**config.mk**
```make
export PLATFORM = sky130hd
export DESIGN_NAME = chord_song_reader
export DESIGN_NICKNAME = d
export VERILOG_FILES = /design/src/rtl/chord_song_reader.sv
export SDC_FILE = /design/constraint.sdc
export NUM_CORES = 1
export LEC_CHECK = 0
export ABC_AREA = 0
export CORE_MARGIN = 2
export CORE_UTILIZATION = 43
export DETAILED_ROUTE_END_ITERATION = 10
export PLACE_DENSITY_LB_ADDON = 0.08
export SYNTH_ARGS = -nofsm -noshare
export SYNTH_HDL_FRONTEND = slang
export SYNTH_SLANG_ARGS = --single-unit
```
**constraint.sdc**
```tcl
create_clock -name clk -period 2.9 [get_ports clk]
set_clock_uncertainty 0.15 [all_clocks]
set_input_delay 0.58 -clock clk [delete_from_list [all_inputs] [get_ports clk]]
set_output_delay 0.58 -clock clk [all_outputs]
set_load 0.03 [all_outputs]
```
**src/rtl/chord_song_reader.sv**
```systemverilog
// -----------------------------------------------------------------------------
// chord_song_reader
//
// Walks one song of a song ROM word by word and feeds the chord players.
// Each 16-bit ROM word is either a note to hand to a free player, a wait of
// N beats, or the end-of-song marker. The reader fetches a word, decodes it,
// and then issues the note (one-cycle new_note strobe) or counts beats down.
//
// ROM word layout:
//   [15]    wait_flag
//   [14:9]  note
//   [8:3]   duration (beats)
//   [2:0]   ignored
//   wait_flag=0 with note=0 and duration=0 marks the end of the song.
//
// Ports:
//   clk              system clock, all state changes on the rising edge
//   reset            asynchronous active-high reset
//   play             run/pause; while low, state, index and beat counter freeze
//   song             song select; a change mid-song restarts at the new song
//   beat             one-cycle pulse at 1/48 s, consumed only in WAIT
//   player_available at least one downstream note player is free
//   rom_data         ROM read data, valid one cycle after rom_addr
//   rom_addr         {song_latched, word_index}
//   new_note         one-cycle load strobe to the chord players
//   note_to_load     note code, held until the next issue
//   duration_to_load note length in beats, held until the next issue
//   play_enable      play AND NOT song_done
//   song_done        high while the reader sits at the end of a song
// -----------------------------------------------------------------------------
module chord_song_reader #(
  parameter int NOTE_ADDR_W = 5
) (
  input  logic                   clk,
  input  logic                   reset,
  input  logic                   play,
  input  logic [1:0]             song,
  input  logic                   beat,
  input  logic                   player_available,
  input  logic [15:0]            rom_data,
  output logic [NOTE_ADDR_W+1:0] rom_addr,
  output logic                   new_note,
  output logic [5:0]             note_to_load,
  output logic [5:0]             duration_to_load,
  output logic                   play_enable,
  output logic                   song_done
);

  typedef enum logic [2:0] {
    IDLE,
    FETCH,
    DECODE,
    ISSUE,
    WAIT,
    DONE
  } state_t;

  // ---------------------------------------------------------------------------
  // Registers and their next-state values
  // ---------------------------------------------------------------------------
  state_t                 state_q,      state_d;
  logic [1:0]             song_q,       song_d;
  logic [NOTE_ADDR_W-1:0] word_index_q, word_index_d;
  logic [5:0]             beat_count_q, beat_count_d;
  logic [5:0]             note_q,       note_d;       // decoded, not yet issued
  logic [5:0]             dur_q,        dur_d;
  logic [5:0]             note_out_d;
  logic [5:0]             dur_out_d;
  logic                   new_note_d;
  // Set once play has been seen low while in DONE; a later rising play then
  // restarts the song from IDLE.
  logic                   seen_low_q,   seen_low_d;

  // ---------------------------------------------------------------------------
  // ROM word fields
  // ---------------------------------------------------------------------------
  logic       wait_flag;
  logic [5:0] word_note;
  logic [5:0] word_dur;
  logic       end_marker;
  logic       unused_rom_bits;

  assign wait_flag       = rom_data[15];
  assign word_note       = rom_data[14:9];
  assign word_dur        = rom_data[8:3];
  assign end_marker      = !wait_flag && (word_note == 6'd0) && (word_dur == 6'd0);
  assign unused_rom_bits = ^rom_data[2:0];

  // ---------------------------------------------------------------------------
  // Helper conditions
  // ---------------------------------------------------------------------------
  logic last_word;
  logic song_changed;
  logic in_song;

  assign last_word    = &word_index_q;
  assign song_changed = (song != song_q);
  // States in which a song change aborts and restarts the walk.
  assign in_song      = (state_q != IDLE) && (state_q != DONE);

  // ---------------------------------------------------------------------------
  // Next-state and output logic
  // ---------------------------------------------------------------------------
  // NOTE: every signal written here gets a default first, so no path leaves
  // one unassigned and no latch is inferred.
  always_comb begin
    state_d      = state_q;
    song_d       = song_q;
    word_index_d = word_index_q;
    beat_count_d = beat_count_q;
    note_d       = note_q;
    dur_d        = dur_q;
    note_out_d   = note_to_load;
    dur_out_d    = duration_to_load;
    new_note_d   = 1'b0;
    seen_low_d   = seen_low_q;

    if (in_song && song_changed) begin
      // Abort has priority over pause and over a pending issue: restart the
      // walk at word 0 of the new song and drop any strobe this cycle.
      state_d      = FETCH;
      song_d       = song;
      word_index_d = '0;
    end else if (state_q == DONE) begin
      if (!play) begin
        seen_low_d = 1'b1;
      end
      if (song_changed || (seen_low_q && play)) begin
        state_d    = IDLE;
        seen_low_d = 1'b0;
      end
    end else if (play) begin
      unique case (state_q)
        IDLE: begin
          state_d      = FETCH;
          song_d       = song;
          word_index_d = '0;
        end

        // rom_addr is presented here; the word is on rom_data in DECODE.
        FETCH: begin
          state_d = DECODE;
        end

        DECODE: begin
          if (end_marker) begin
            state_d = DONE;
          end else if (!wait_flag) begin
            note_d  = word_note;
            dur_d   = word_dur;
            state_d = ISSUE;
          end else begin
            beat_count_d = word_dur;
            state_d      = WAIT;
          end
        end

        ISSUE: begin
          if (player_available) begin
            new_note_d = 1'b1;
            note_out_d = note_q;
            dur_out_d  = dur_q;
            if (last_word) begin
              state_d = DONE;
            end else begin
              word_index_d = word_index_q + 1'b1;
              state_d      = FETCH;
            end
          end
        end

        WAIT: begin
          // A zero count advances on its own; the beat in that cycle, if
          // any, is not consumed.
          if (beat_count_q == 6'd0) begin
            if (last_word) begin
              state_d = DONE;
            end else begin
              word_index_d = word_index_q + 1'b1;
              state_d      = FETCH;
            end
          end else if (beat) begin
            beat_count_d = beat_count_q - 6'd1;
          end
        end

        default: begin
          state_d = IDLE;
        end
      endcase
    end
  end

  // ---------------------------------------------------------------------------
  // State register
  // ---------------------------------------------------------------------------
  // NOTE: sequential state uses non-blocking assignments so every register
  // samples the pre-edge value of every other register.
  always_ff @(posedge clk or posedge reset) begin
    if (reset) begin
      state_q          <= IDLE;
      song_q           <= '0;
      word_index_q     <= '0;
      beat_count_q     <= '0;
      note_q           <= '0;
      dur_q            <= '0;
      note_to_load     <= '0;
      duration_to_load <= '0;
      new_note         <= 1'b0;
      seen_low_q       <= 1'b0;
    end else begin
      state_q          <= state_d;
      song_q           <= song_d;
      word_index_q     <= word_index_d;
      beat_count_q     <= beat_count_d;
      note_q           <= note_d;
      dur_q            <= dur_d;
      note_to_load     <= note_out_d;
      duration_to_load <= dur_out_d;
      new_note         <= new_note_d;
      seen_low_q       <= seen_low_d;
    end
  end

  // ---------------------------------------------------------------------------
  // Outputs derived from state
  // ---------------------------------------------------------------------------
  assign rom_addr    = {song_q, word_index_q};
  assign song_done   = (state_q == DONE);
  assign play_enable = play && !song_done;

endmodule

```
-- Yosys cells after proc, flatten, opt, wreduce, memory -nomap -nowiden
Index checks and enable logic that the tools add are counted.
- memories kept: 0
- memory bits (read-only): 0
- flip-flop bits (word level): 42
- bits in latches: 0
- bits in writable memories: 0
- output and inout port bits: 22
- input port bits: 23
- logic and storage cells: 94
- div/mod/pow operators: 0
- reductions and logical operators: 27
- mux-type cells: 33
- equality and inequality tests: 18
- bitwise operators: 4
- multipliers: 0
- $lt $le $gt $ge: 0
- add/subtract/negate cells: 2
- shift-type cells: 0
- operator list (kind ; count):
    $mux 5 ; 6
    $mux 3 ; 9
    $mux 6 ; 4
    $logic_not 6->1 ; 3
    $pmux 3 s5 ; 1
    $pmux 5 s3 ; 1
    $reduce_and 5->1 ; 3
    $pmux 6 s2 ; 1
    $ne 3x3->1 const B ; 3
    $mux 2 ; 4
    $ne 2x2->1 const B ; 4
    $ne 4x4->1 const B ; 2
    $reduce_and 8->1 ; 1
    $mux 1 ; 7
    $eq 3x2->1 const B ; 2
    $eq 3x3->1 const B ; 2
    $logic_and 1x1->1 ; 6
    $reduce_and 3->1 ; 2
    $reduce_and 6->1 ; 1
    $reduce_bool 2->1 ; 3
    $reduce_bool 3->1 ; 2
    $sub 6x1->6 const B ; 1
    $add 5x1->5 const B ; 1
    $ne 2x1->1 const B ; 2
    other kinds (9) ; 13

-- Logic depth before layout (Yosys ltp)
- word-level depth: 8
- mapped depth: 8

-- Worst setup path before layout
OpenSTA, ideal clock, no wires.
- kind: register -> register
- from: reg word_index_q[0]
- to: reg word_index_q[2]
- path slack: 0.507 ns
- setup time: 0.124 ns
- path buffers: 0
- period minus slack after synthesis: 2.393 ns
- stages on the path, launching flop included: 8
- data arrival time: 2.119 ns
- cell sequence: dfrtp_1 > ha_1 > and3_1 > ha_1 > o32a_1 > nor3_2 > o211ai_2 > a211o_1
- cells in the longest elaborated chain, start to end: 7
- RTL lines (what ; line ; source):
    from (decl) ; 63 ; logic [NOTE_ADDR_W-1:0] word_index_q, word_index_d;
    from (signal assigned) ; 214 ; word_index_q <= word_index_d;
    $add 5x1->5 or $reduce_and 5->1 (tied branches) ; 166, 179, 96 ;
    $mux 5 (*) ; 163, 176 ;
    $mux 5 (on tied branches) ; 175, 159 ;
    $pmux 5 s3 (*) ; 133 ; unique case (state_q)
    $mux 5 (*) ; 132 ; end else if (play) begin
    $mux 5 (*) ; 124 ; end else if (state_q == DONE) begin
    $mux 5 (*) ; 118 ; if (in_song && song_changed) begin
Mark *: on every way between the ends. The rest lies on a longest branch, timed or not. The select of a mux whose other input is x is not followed.
A chain may end at the register's enable or synchronous reset.

-- Final worst setup path
- from: reg state_q[0]
- to: out song_done
- cells in the longest elaborated chain, start to end: 1
- RTL lines (what ; line ; source):
    from (decl) ; 61 ; state_t state_q, state_d;
    from (signal assigned) ; 212 ; state_q <= state_d;
    $eq 3x3->1 ; 229 ; assign song_done = (state_q == DONE);
    to (decl) ; 46 ; output logic song_done
No other way between the ends.

==> summary.md <==
| Metric | Value |
|---|---|
| Status | finished, final reports clean |
| Initial Utilization | around 44% |
| Fmax | 0.387 GHz |
| CP arrival | roughly 1.9 ns |
| Hold Path Class | reg -> reg |
| GR Overflow Total | 0 |
| Ports | 45 |
| Clock transition at path regs | 0.08 ns |
| Layout cells sized above 1 | 22.6% |
| Yosys warnings | 0 |
| CP max stage cell | clkdlybuf4s50_1 |
| Iter 0 DRT Violations | about 110 |
| Average via count per standard cell | 5.46 |
| Post-synthesis cell count | 206 |
| Cts bufs inserted | 5 |
| Crit path cell chain | nand2_1, inv_1, clkdlybuf4s50_1 |
| Tcrit/Tclk final | 89.2% |
| Final core utilization | between 50% and 60% |
| Total of max-cap violations | 0 |
| DR WL/cell | 15.3 um |
| Fin. max-slew vios | 0 |
| Commonest non-fill, non-tap cells in the layout | 42 x dfrtp_1, 40 x clkdlybuf4s50_1, 28 x mux2_2 |
| Mapped Area | 0.00226 mm2 |
| First-pass GRT wire length | roughly 8400 um |
| Hpwl dp | ~3500 um |
| Post-synth cell types | 52 |
| Max clock buf depth | 2 |
| TritonCTS clock tree | built |
| Layout area overhead | 27.3% |
| Die ar. | 0.00586 mm2 |
| Top cell type's share of synthesized area | 46.4% |
| Synth Register Bits | 42 |
| Crit-path max FO | 15 |
| Final setup vio count | 0 |
| Commonest non-fill, non-tap cell in the layout | dfrtp_1 |
| Die extent in x | between 70 and 80 um |
| Worst setup EP type | output port |
| Worst slew pin tran | 0.531 ns |
| Total Routed Length | 4930 um |
| Final WS setup | 0.314 ns |
| Worst Path Required | around 2.2 ns |
| Routed Antenna Nets | 0 |
| IO Port Bufs | 41 |
| DIE HEIGHT | ~77 um |
| Initial antenna violation count | 0 |
| Fillers | between 400 and 500 |
| Syn_area_per_cell | 11.0 um2 |
| Total GRT Usage | 18.0% |
| Leak | between 1 and 1.5 nW |
| Minimum clock period | ~2.6 ns |
| Hold buffer count at cts | 0 |
| Clk sinks | 42 |
| Fin Setup TNS | 0 ns |
| Cts repair resizes | 0 |
| CTS Root Buffer Type | clkbuf_8 |
| # diodes | 0 |
| Biggest cell delay along the critical path | 0.66 ns |
| Top post-synthesis cells by area | dfrtp_1 46%, mux2_2 14%, nand2_1 2.3% |
| Fin nets | 278 |
| Pwr/cell area | 704 mW/mm2 |
| Number of global-route vias before repair | 1727 |
| Skew-Pair Late Insertion Delay | 0.30 ns |
| Pin count of the biggest net entering global routing | 43 |
| RD Place Congestion | a little over 0.8 |
| Drc violations | 0 |
| DR vias | 1758 |
| Place WS | 0.160 ns |
| Drt pass-1 iters | 4 |
| Post-CTS Setup Repair Bufs | 0 |
| Final hold vios | 0 |
| H-tree lvl count | 2 |
| # rows | 26 |
| Setup CP Type | reg -> out |
| Sequential area share after synthesis | 46.4% |
| Synth area leader | dfrtp_1 |
| Core Area | 0.00511 mm2 |
| VDD IR max | approximately 0.4 mV |
| Setup crit start kind | flip-flop |
| RSZ-0062 raised after global routing | no |
| Worst relative slew slack | 64.6% |
| Synth Net Count | 233 |
==> final cells by class <==
type	instances	area, um2	share of cell area, %
multi-input cells	144	1130	39.1
inverters	8	30.0	1.04
clock buffers	5	68.8	2.39
clock inverters	3	18.8	0.651
flip-flops and latches	42	1050	36.5
repair buffers	50	500	17.4
well taps	70	87.6	3.04
==> stage by stage <==
stage | cells | area, um2 | total power (W) | hold slack, ns
2_1_floorplan | 206 | 2260 | 0.00142 | 0.299
3_3_place_gp | 314 | 2800 | 0.00165 | 0.318
3_5_place_dp | 314 | 2800 | 0.00166 | 0.332
4_1_cts | 322 | 2880 | 0.00205 | 0.351
5_1_grt | 322 | 2880 | 0.00218 | 0.372
6_report | 322 | 2880 | 0.00203 | 0.338
==> sequential cells by signal, summed over array words and instances (netlist names) <==
signal / count
note_to_load: 6
duration_to_load: 6
state_q: 3
seen_low_q: 1
dur_q: 6
song_q: 2
word_index_q: 5
new_note: 1
note_q: 6
beat_count_q: 6
==> cell usage after synthesis, drive strengths merged <==
master   number
a22oi         1
o2bb2ai       5
a2bb2oi       1
dfrtp        42
buf           8
or3           3
nor2b         1
nand4         4
and4b         2
nor2          7
a211o         2
and2          2
mux2i         1
nor3b         3
nand2        15
a21oi         9
nor3          7
o211ai        1
a21boi        1
nor4          6
nor4b         1
o32ai         1
a22o          2
nand2b        2
a211oi        1
o31ai         3
and3          2
o2111ai       2
a21o          1
clkbuf        4
inv           8
and2b         1
o32a          2
ha            4
o21ai         6
mux2         28
or4           2
a31oi         4
nand3         4
a221oi        1
and3b         1
or2           1
xnor2         3
or3b          1
==> cell families after synthesis <==
kind of cell             Yosys count  share of synthesized area, %
AND/OR/NAND/NOR                   65                          17.5
AO/OA/AOI/OAI                     43                          14.5
flip-flops                        42                          46.4
multiplexers                      29                          14.4
buffers and inverters             20                          3.87
adder cells (fa/ha/maj)            4                          2.21
XOR/XNOR                           3                          1.16
==> routing by layer <==
layer | GRT usage, % | part of all wire, %
met4 | 4.91 | 1.1
met3 | 4.03 | 4.0
met2 | 28.5 | 48
met5 | 0 | 0
met1 | 24.9 | 47
==> critical path, delay by kind of cell (launching register included) <==
kind	cells	cell delay (ns)
DFF	1	0.64
buffers and inverters	2	0.76
and+or+nand+nor	1	0.16
==> final timing paths <==
kind,start,to,slack (ns),cells past startpoint
hold reg to reg,seen_low_q,seen_low_q,0.34,2
hold / removal,seen_low_q,seen_low_q,0.34,2
min in group asynchronous,reset,word_index_q[0],0.56,3
max in group asynchronous,reset,duration_to_load[2],1.67,3
setup / recovery,state_q[0],song_done,0.31,3
setup reg to reg,word_index_q[0],word_index_q[2],0.39,7
==> report_power, final <==
part	switching [W]	total [W]	internal (W)
registers	0.000108	0.000838	0.000731
clock network	0.000211	0.000381	0.000170
logic	0.000423	0.000811	0.000388
Note: power is estimated with default switching activity, not from simulation.
